**src/rtl/cmp_pkg.sv**
```systemverilog
// Shared types and the core compare function for the stream comparator.
package cmp_pkg;

   // Widest operand the compare datapath supports; narrower operands are extended.
   localparam int unsigned CMP_MAX_W = 64;

   typedef enum logic [1:0] {
      S_EQ,
      S_LT,
      S_GT
   } cmp_state_e;

   typedef struct packed {
      logic eq;
      logic lt;
      logic gt;
   } cmp_res_t;

   // Operands arrive already extended to CMP_MAX_W (sign- or zero-extended to match signed_mode).
   function automatic cmp_res_t cmp_f(input logic [CMP_MAX_W-1:0] a,
                                      input logic [CMP_MAX_W-1:0] b,
                                      input logic                 signed_mode);
      cmp_res_t r;
      logic     less;
      r = '0;
      if (signed_mode) begin
         less = ($signed(a) < $signed(b));
      end else begin
         less = (a < b);
      end
      if (a == b) begin
         r.eq = 1'b1;
      end else if (less) begin
         r.lt = 1'b1;
      end else begin
         r.gt = 1'b1;
      end
      return r;
   endfunction

   // One-hot verdict corresponding to a frame state.
   function automatic cmp_res_t state_to_res(input cmp_state_e s);
      cmp_res_t r;
      r = '0;
      case (s)
         S_EQ:    r.eq = 1'b1;
         S_LT:    r.lt = 1'b1;
         S_GT:    r.gt = 1'b1;
         default: r = '0;
      endcase
      return r;
   endfunction

endpackage

```
**src/rtl/cmp_core.sv**
```systemverilog
// Combinational WIDTH-bit compare, signed or unsigned, giving a one-hot verdict.
module cmp_core
   import cmp_pkg::*;
#(
   parameter int unsigned WIDTH  = 8,
   parameter int unsigned SIGNED = 0
) (
   input  logic [WIDTH-1:0] a,
   input  logic [WIDTH-1:0] b,
   output cmp_res_t         res
);

   logic [CMP_MAX_W-1:0] a_ext;
   logic [CMP_MAX_W-1:0] b_ext;

   // Extend both operands to the shared datapath width, then compare.
   always_comb begin
      if (SIGNED != 0) begin
         a_ext = CMP_MAX_W'($signed(a));
         b_ext = CMP_MAX_W'($signed(b));
      end else begin
         a_ext = CMP_MAX_W'(a);
         b_ext = CMP_MAX_W'(b);
      end
      res = cmp_f(a_ext, b_ext, SIGNED != 0);
   end

endmodule

```
**src/rtl/stream_comparator.sv**
```systemverilog
// Pipelined stream comparator: per-beat verdict plus lexicographic frame verdict
// and saturating equal-beat count, one-cycle latency, valid/ready on both sides.
module stream_comparator
   import cmp_pkg::*;
#(
   parameter int unsigned WIDTH  = 8,
   parameter int unsigned SIGNED = 0,
   parameter int unsigned CNT_W  = 8
) (
   input  logic             clk,
   input  logic             rst,
   input  logic             in_valid,
   output logic             in_ready,
   input  logic [WIDTH-1:0] in_a,
   input  logic [WIDTH-1:0] in_b,
   input  logic             in_last,
   output logic             out_valid,
   input  logic             out_ready,
   output logic             out_eq,
   output logic             out_lt,
   output logic             out_gt,
   output logic             out_last,
   output logic             frame_eq,
   output logic             frame_lt,
   output logic             frame_gt,
   output logic [CNT_W-1:0] match_cnt
);

   localparam logic [CNT_W-1:0] CNT_MAX = '1;

   cmp_state_e       state_q, state_d, state_nxt;
   logic [CNT_W-1:0] cnt_q, cnt_d, cnt_inc;
   logic             out_valid_q, out_valid_d;
   cmp_res_t         res_q, res_d;
   logic             last_q, last_d;
   cmp_res_t         frame_q, frame_d;
   logic [CNT_W-1:0] mcnt_q, mcnt_d;

   cmp_res_t         beat;
   logic             accept;

   cmp_core #(
      .WIDTH  (WIDTH),
      .SIGNED (SIGNED)
   ) u_core (
      .a   (in_a),
      .b   (in_b),
      .res (beat)
   );

   assign in_ready = !out_valid_q || out_ready;
   assign accept   = in_valid && in_ready;

   // Frame verdict including the current beat: the first differing beat decides, then sticks.
   always_comb begin
      state_nxt = state_q;
      if (state_q == S_EQ) begin
         if (beat.lt) begin
            state_nxt = S_LT;
         end else if (beat.gt) begin
            state_nxt = S_GT;
         end
      end
   end

   // Equal-beat count including the current beat, saturating instead of wrapping.
   always_comb begin
      cnt_inc = cnt_q;
      if (beat.eq && (cnt_q != CNT_MAX)) begin
         cnt_inc = cnt_q + CNT_W'(1);
      end
   end

   // Next-state for frame tracking and the output register.
   always_comb begin
      state_d     = state_q;
      cnt_d       = cnt_q;
      out_valid_d = out_valid_q;
      res_d       = res_q;
      last_d      = last_q;
      frame_d     = frame_q;
      mcnt_d      = mcnt_q;
      if (accept) begin
         out_valid_d = 1'b1;
         res_d       = beat;
         last_d      = in_last;
         if (in_last) begin
            frame_d = state_to_res(state_nxt);
            mcnt_d  = cnt_inc;
            state_d = S_EQ;
            cnt_d   = '0;
         end else begin
            frame_d = '0;
            mcnt_d  = '0;
            state_d = state_nxt;
            cnt_d   = cnt_inc;
         end
      end else if (out_ready) begin
         out_valid_d = 1'b0;
      end
   end

   // State register with synchronous reset; reset drops any partial frame and pending result.
   always_ff @(posedge clk) begin
      if (rst) begin
         state_q     <= S_EQ;
         cnt_q       <= '0;
         out_valid_q <= 1'b0;
         res_q       <= '0;
         last_q      <= 1'b0;
         frame_q     <= '0;
         mcnt_q      <= '0;
      end else begin
         state_q     <= state_d;
         cnt_q       <= cnt_d;
         out_valid_q <= out_valid_d;
         res_q       <= res_d;
         last_q      <= last_d;
         frame_q     <= frame_d;
         mcnt_q      <= mcnt_d;
      end
   end

   assign out_valid = out_valid_q;
   assign out_eq    = res_q.eq;
   assign out_lt    = res_q.lt;
   assign out_gt    = res_q.gt;
   assign out_last  = last_q;
   assign frame_eq  = frame_q.eq;
   assign frame_lt  = frame_q.lt;
   assign frame_gt  = frame_q.gt;
   assign match_cnt = mcnt_q;

endmodule

```
**config.mk**
```make
export PLATFORM = sky130hd
export DESIGN_NAME = stream_comparator
export DESIGN_NICKNAME = d
export VERILOG_FILES = /design/src/rtl/cmp_pkg.sv /design/src/rtl/cmp_core.sv /design/src/rtl/stream_comparator.sv
export SDC_FILE = /design/constraint.sdc
export NUM_CORES = 1
export LEC_CHECK = 0
export ABC_AREA = 1
export CORE_ASPECT_RATIO = 1.4
export CORE_UTILIZATION = 45
export CTS_BUF_LIST = sky130_fd_sc_hd__clkbuf_8
export DETAILED_ROUTE_END_ITERATION = 8
export GPL_ROUTABILITY_DRIVEN = 0
export GPL_TIMING_DRIVEN = 0
export PLACE_DENSITY = 0.78
export SLEW_MARGIN = 0
export SYNTH_ARGS = -nofsm -noshare
export SYNTH_HDL_FRONTEND = slang
export SYNTH_SLANG_ARGS = --single-unit
```
**constraint.sdc**
```tcl
create_clock -name clk -period 1.9 [get_ports clk]
set_clock_uncertainty 0.15 [all_clocks]
set_input_delay 0.57 -clock clk [delete_from_list [all_inputs] [get_ports clk]]
set_output_delay 0.57 -clock clk [all_outputs]
set_load 0.02 [all_outputs]
```
==> run metrics, run 1 <==
H-tree depth 1; share of layout cells above drive strength 1 30.0%; Cells after Synth 201; FILL cells 251; Tightest Hold Check Type reg -> reg; placed cells 275; crit-path max cell delay 0.24 ns; CTS max path bufs 2; most common cell in the netlist nand2_1; Netlist Area Pre-Place 1420 um2; largest net degree at the start of global routing 15; Iter 0 DRT Violations 33; critical path type in -> reg; WP data required 1.89 ns; via count 1,463; Clk pin slew, worst setup/hold paths 0.09 ns; post-route cell area 2100 um2; Leak 0.943 nW; Die Span X 49.4 um; all-layer global routing usage 22.7%; routed wire length 3.74 mm; Die Footprint 3380 um2; period utilisation layout 97.2%; synth-to-layout area growth 48.6%; number of flops mapped to enable cells by yosys 0; Crit. End Element flop; fin cells 287; Post-CTS Hold Buffers 0; Main synth FF type dfxtp_1; Top cell by count, worst path inv_2; Root Buffer clkbuf_8; Distinct cells, synth 23; Avg Cell Area, Syn 7.05 um2; FFs w/ async S/R, synth 0%; routed length per instance 13.0 um; Post-Syn Nets 231; TritonCTS clock tree done; HPWL after DPL 2.58 mm; fmax 541 MHz; First-pass DRT Iterations 4; Post-DP Area 1970 um2; GR Overflow Total 0; synth top area cells dfxtp_1 37%, nand2_1 14%, a21oi_1 9.5%, nand3_1 8.5%, ha_1 8.0%; number of clock sinks 26; worst reg2reg path depth 8; CTS buffer count 3; FF/Latch Area 520 um2; Detail Route Antenna Nets 0; post-route minimum period 1.85 ns; crit path cell chain clkbuf_2 -> inv_2 -> ha_4 -> nand2_4 -> nor2_4 -> nand2_2 -> inv_2 -> o21ai_4 -> inv_2 -> buf_6 -> or2_1 -> nand3_1 -> a21oi_1; Worst Path Arrival 1.84 ns; multi-input logic area 958 um2; Cell Pwr Density 561 nW/um2; Final Hold Vio Count 0; Util after Layout 71.7%; # setup viols final 0; antenna cells 0; global-route wire length before repair 5.84 mm; die extent in y 68.4 um; Post-synth top cells 52 x nand2_1, 27 x a21oi_1, 26 x dfxtp_1, 24 x nand3_1, 23 x inv_1; Worst Tran Pin Value 0.533 ns; crit start category input pin; worst hold margin 0.317 ns; Synth area leader dfxtp_1; RSZ-0062 raised after global routing yes; flops & latches, synth 26; status completed; core footprint 2940 um2; vias per cell 5.10; vias in the first global route 1,367; Skew-Pair Late Insertion Delay 0.27 ns; Core Rows 23; nets 281; WHS Path Cells 2; initial core utilization 48.3%; CP max FO 5; Yosys warnings 0; register area share after synthesis 36.7%; slowest CP cell ha_4; number of antenna violations at the first check in global routing 0; Ports 38; top-area cell type share of the netlist area 36.7%; Port Buf Inserts 37; drt drc 0; Slew Limit Fails 0; total power 0.00118 W; max cap viols 0; relative slew slack 64.5%; Peak supply drop 0.000456 V
## report_power, final
part	switching, W	internal (W)
Sequential	0.00000637	0.000559
Clock	0.000170	0.000185
Combinational	0.000146	0.000114
## metrics by stage
step,setup TNS [ns],setup slack [ns]
floorplan,-0.163,-0.0379
global placement,-16.99,-0.821
detailed placement,-17.03,-0.825
CTS,0,0.00274
global route,-0.0309,-0.0194
finish,0,0.0532
## worst paths after layout
| kind | to | from | slack, ns |
|---|---|---|---|
| worst max-delay path | cnt_q[1] | in_b[1] | 0.05 |
| worst min-delay path | frame_gt | frame_gt | 0.32 |
| worst max register to register | cnt_q[1] | cnt_q[0] | 0.06 |
| worst min register to register | frame_gt | frame_gt | 0.32 |
## routing by layer
metal	wire length, um	up-vias	part of all wire (%)	track usage, %
li1	-	746	-	-
met1	1440	673	38	22.4
met2	2120	35	57	48.6
met3	105	9	2.8	2.44
met4	72	0	1.9	7.14
met5	0	-	0	0
## logic make-up after synthesis
logic type / synth area share (%)
adder cells (fa/ha/maj): 7.95
XOR/XNOR: 3.71
flip-flops: 36.7
AND/OR/NAND/NOR: 30.1
buffers and inverters: 9.19
AO/OA/AOI/OAI: 12.3
## what timing repair did
item                                    4_1_cts  5_1_grt
gates cloned                                  1        1
pin swaps                                    17       15
endpoints found under the setup margin       40       20
resized for setup                            85       32
buffers inserted                              3        3
hold endpoints to repair                      0        0
## registers in the layout (all words and copies together) (netlist names)
register,cells
out_last,1
frame_lt,1
match_cnt,8
out_gt,1
out_eq,1
frame_gt,1
cnt_q,8
out_lt,1
out_valid,1
frame_eq,1
state_q,2
## placed cells by master, fill, tap and decap left out
master | netlist | layout
buf_6 | 1 | 9
clkbuf_8 | 0 | 4
or2_2 | 2 | 2
xor2_1 | 5 | 5
nand4_4 | 1 | 1
buf_2 | 1 | 8
o21ai_0 | 3 | 3
nor3_1 | 1 | 1
inv_1 | 23 | 13
clkdlybuf4s50_1 | 0 | 3
o21ai_4 | 1 | 1
nor2_2 | 0 | 1
nand2_2 | 1 | 5
nor2_1 | 11 | 8
buf_4 | 0 | 6
inv_12 | 0 | 1
inv_2 | 2 | 7
clkbuf_4 | 0 | 1
a21oi_2 | 0 | 2
nand4_1 | 1 | 1
clkbuf_2 | 0 | 3
inv_4 | 0 | 4
a21o_1 | 1 | 1
clkbuf_1 | 4 | 4
ha_4 | 0 | 9
dlygate4sd2_1 | 0 | 17
or2_1 | 3 | 1
nand3_1 | 24 | 22
nand2_4 | 0 | 4
a21oi_1 | 27 | 25
nand2_1 | 52 | 44
dfxtp_1 | 26 | 26
nor2_4 | 0 | 2
or2_4 | 0 | 2
nand3_2 | 0 | 2
xnor2_1 | 1 | 1
clkinv_2 | 1 | 1
## critical path: cells and delay by family
family	cells	cell delay (ns)
buf+inv	5	0.40
simple gates	5	0.50
compound gates	2	0.15
fa+ha+maj	1	0.24
## layout make-up
type / instances / share of cell area (%)
Inverter: 26 / 5.77
Tap cell: 37 / 2.20
Buffer: 6 / 1.78
Multi-Input combinational cell: 143 / 45.5
Clock buffer: 4 / 2.62
Sequential cell: 26 / 24.7
Timing Repair Buffer: 45 / 17.4
(Power assumes the default switching activity.)
==> run 2: changes to the inputs <==
--- a/config.mk
+++ b/config.mk
@@ -17,3 +17,4 @@
 export SYNTH_ARGS = -nofsm -noshare
 export SYNTH_HDL_FRONTEND = slang
 export SYNTH_SLANG_ARGS = --single-unit
+export TNS_END_PERCENT = 10
==> run metrics, run 2 (same netlist as run 1, synthesis figures left out) <==
Combinational Power Share 20.9%; Worst Tran Pin Value 0.528 ns; critical path type in -> reg; # setup viols final 0; number of clock sinks 26; Tightest Hold Check Type reg -> reg; crit start category input pin; Die Span X 49.4 um; period utilisation layout 98.0%; Final Hold Vio Count 0; crit path cell chain buf_8 -> inv_12 -> ha_4 -> nand2_4 -> nor2_4 -> nand2_2 -> inv_2 -> o21ai_4 -> inv_2 -> buf_6 -> or2_1 -> nand3_1 -> a21oi_1; Die Footprint 3380 um2; leading cell type in the layout, fill and taps excluded nand2_1; synth-to-layout area growth 45.7%; critical path startpoint in_b[7]; Skew-Pair Late Insertion Delay 0.27 ns; fmax 537 MHz; die extent in y 68.4 um; Worst setup endpoint cnt_q[1]; post-route cell area 2060 um2; r2r startpoint cnt_q[1]; all-layer global routing usage 21.9%; worst hold margin 0.315 ns; post-route minimum period 1.86 ns; H-tree depth 1; routed wire length 3.57 mm; Port Buf Inserts 37; Switch Pwr 0.000316 W; relative slew slack 64.8%; Util after Layout 70.3%; Worst Path Arrival 1.85 ns; RSZ-0062 raised after global routing yes; CTS max path bufs 2; Clk pin slew, worst setup/hold paths 0.09 ns; Peak supply drop 0.000468 V; number of antenna violations at the first check in global routing 0; CP max FO 5; routed length per instance 12.6 um; WP data required 1.89 ns; Post-CTS Hold Buffers 0; Post-DP Area 1970 um2; nets 278; antenna cells 0; Setup TNS 0 ns; RR Endpoint cnt_q[1]; cell internal pwr 0.000848 W; Detail Route Antenna Nets 0; slowest CP cell ha_4; initial core utilization 48.3%; Cell Pwr Density 564 nW/um2; vias in the first global route 1,358; Top cell by count, worst path inv_2; Core Rows 23; Sw Ratio 27.2%; flop-to-flop setup slack 0.07 ns; TritonCTS clock tree done; drt drc 0; share of layout cells above drive strength 1 30.4%; Iter 0 DRT Violations 40; crit-path max cell delay 0.24 ns; commonest cells after routing, fill and taps aside 44 x nand2_1, 25 x dfxtp_1, 24 x a21oi_1, 21 x nand3_1, 17 x dlygate4sd2_1; Crit. End Element flop; largest net degree at the start of global routing 15; Root Buffer clkbuf_8; First-pass DRT Iterations 4; vias per cell 5.20; Clk pwr share 30.5%; HPWL after DPL 2.44 mm; worst reg2reg path depth 8; Ports 38; core footprint 2940 um2; max cap viols 0; Leak 0.919 nW; Slew Limit Fails 0; share of total power in sequential cells 48.6%; GR Overflow Total 0; global-route wire length before repair 5.59 mm; CTS buffer count 3; status completed; via count 1,478
==> run 2: timing repair <==
item / CTS / global route
pin swaps: 18 / 17
gates resized for setup: 84 / 31
setup buffers: 4 / 0
cloned: 1 / 0
endpoints found under the setup margin: 40 / 21
==> run 2: layout make-up <==
cell class | count | area [um2]
multi-input combinational | 143 | 957
fill | 256 | 872
sequential | 26 | 522
timing repair buffer | 42 | 324
inverter | 26 | 121
clock buffer | 4 | 55.1
tap | 37 | 46.3
buffer | 6 | 37.5
==> run 2: worst max-delay path, delay by kind of cell <==
kind | cells | cell delay [ns]
buf+inv | 5 | 0.37
simple gates | 5 | 0.53
compound gates | 2 | 0.14
fa+ha+maj | 1 | 0.24
==> run 2: worst min-delay path by stage <==
| stage | to | slack, ns | from | cells past startpoint |
|---|---|---|---|---|
| finish | match_cnt[5] | 0.32 | match_cnt[5] | 2 |
| global route | match_cnt[3] | 0.34 | match_cnt[3] | 2 |
| CTS | match_cnt[0] | 0.32 | match_cnt[0] | 2 |
| detailed placement | match_cnt[2] | 0.31 | match_cnt[2] | 2 |
| global placement | match_cnt[2] | 0.30 | match_cnt[2] | 2 |
| floorplan | state_q[0] | 0.30 | state_q[0] | 2 |
==> run 2: per-stage QoR <==
step	std cells	setup slack (ns)	total power, W
floorplan	201	-0.0379	0.000711
global route	284	-0.0203	0.00122
detailed placement	275	-0.839	0.000816
finish	284	0.0380	0.00116
global placement	275	-0.823	0.000811
CTS	284	0.00132	0.00116
==> run 2: routing by layer <==
metal | part of all wire [%] | vias to the layer above | routed length [um] | GRT usage [%]
li1 | - | 742 | - | -
met1 | 37 | 680 | 1330 | 19.7
met2 | 56 | 45 | 2000 | 47.3
met3 | 4.5 | 11 | 162 | 2.89
met4 | 2.0 | 0 | 73 | 10.4
met5 | 0 | - | 0 | 0
==> run 2: power groups by stage <==
| stage | clock, W | sequential [W] | combinational (W) |
|---|---|---|---|
| after floorplan | 0 | 0.000591 | 0.000119 |
| after global placement | 0 | 0.000578 | 0.000233 |
| after detailed placement | 0 | 0.000578 | 0.000238 |
| after CTS | 0.000361 | 0.000565 | 0.000237 |
| after global routing | 0.000381 | 0.000567 | 0.000268 |
| final | 0.000355 | 0.000566 | 0.000243 |
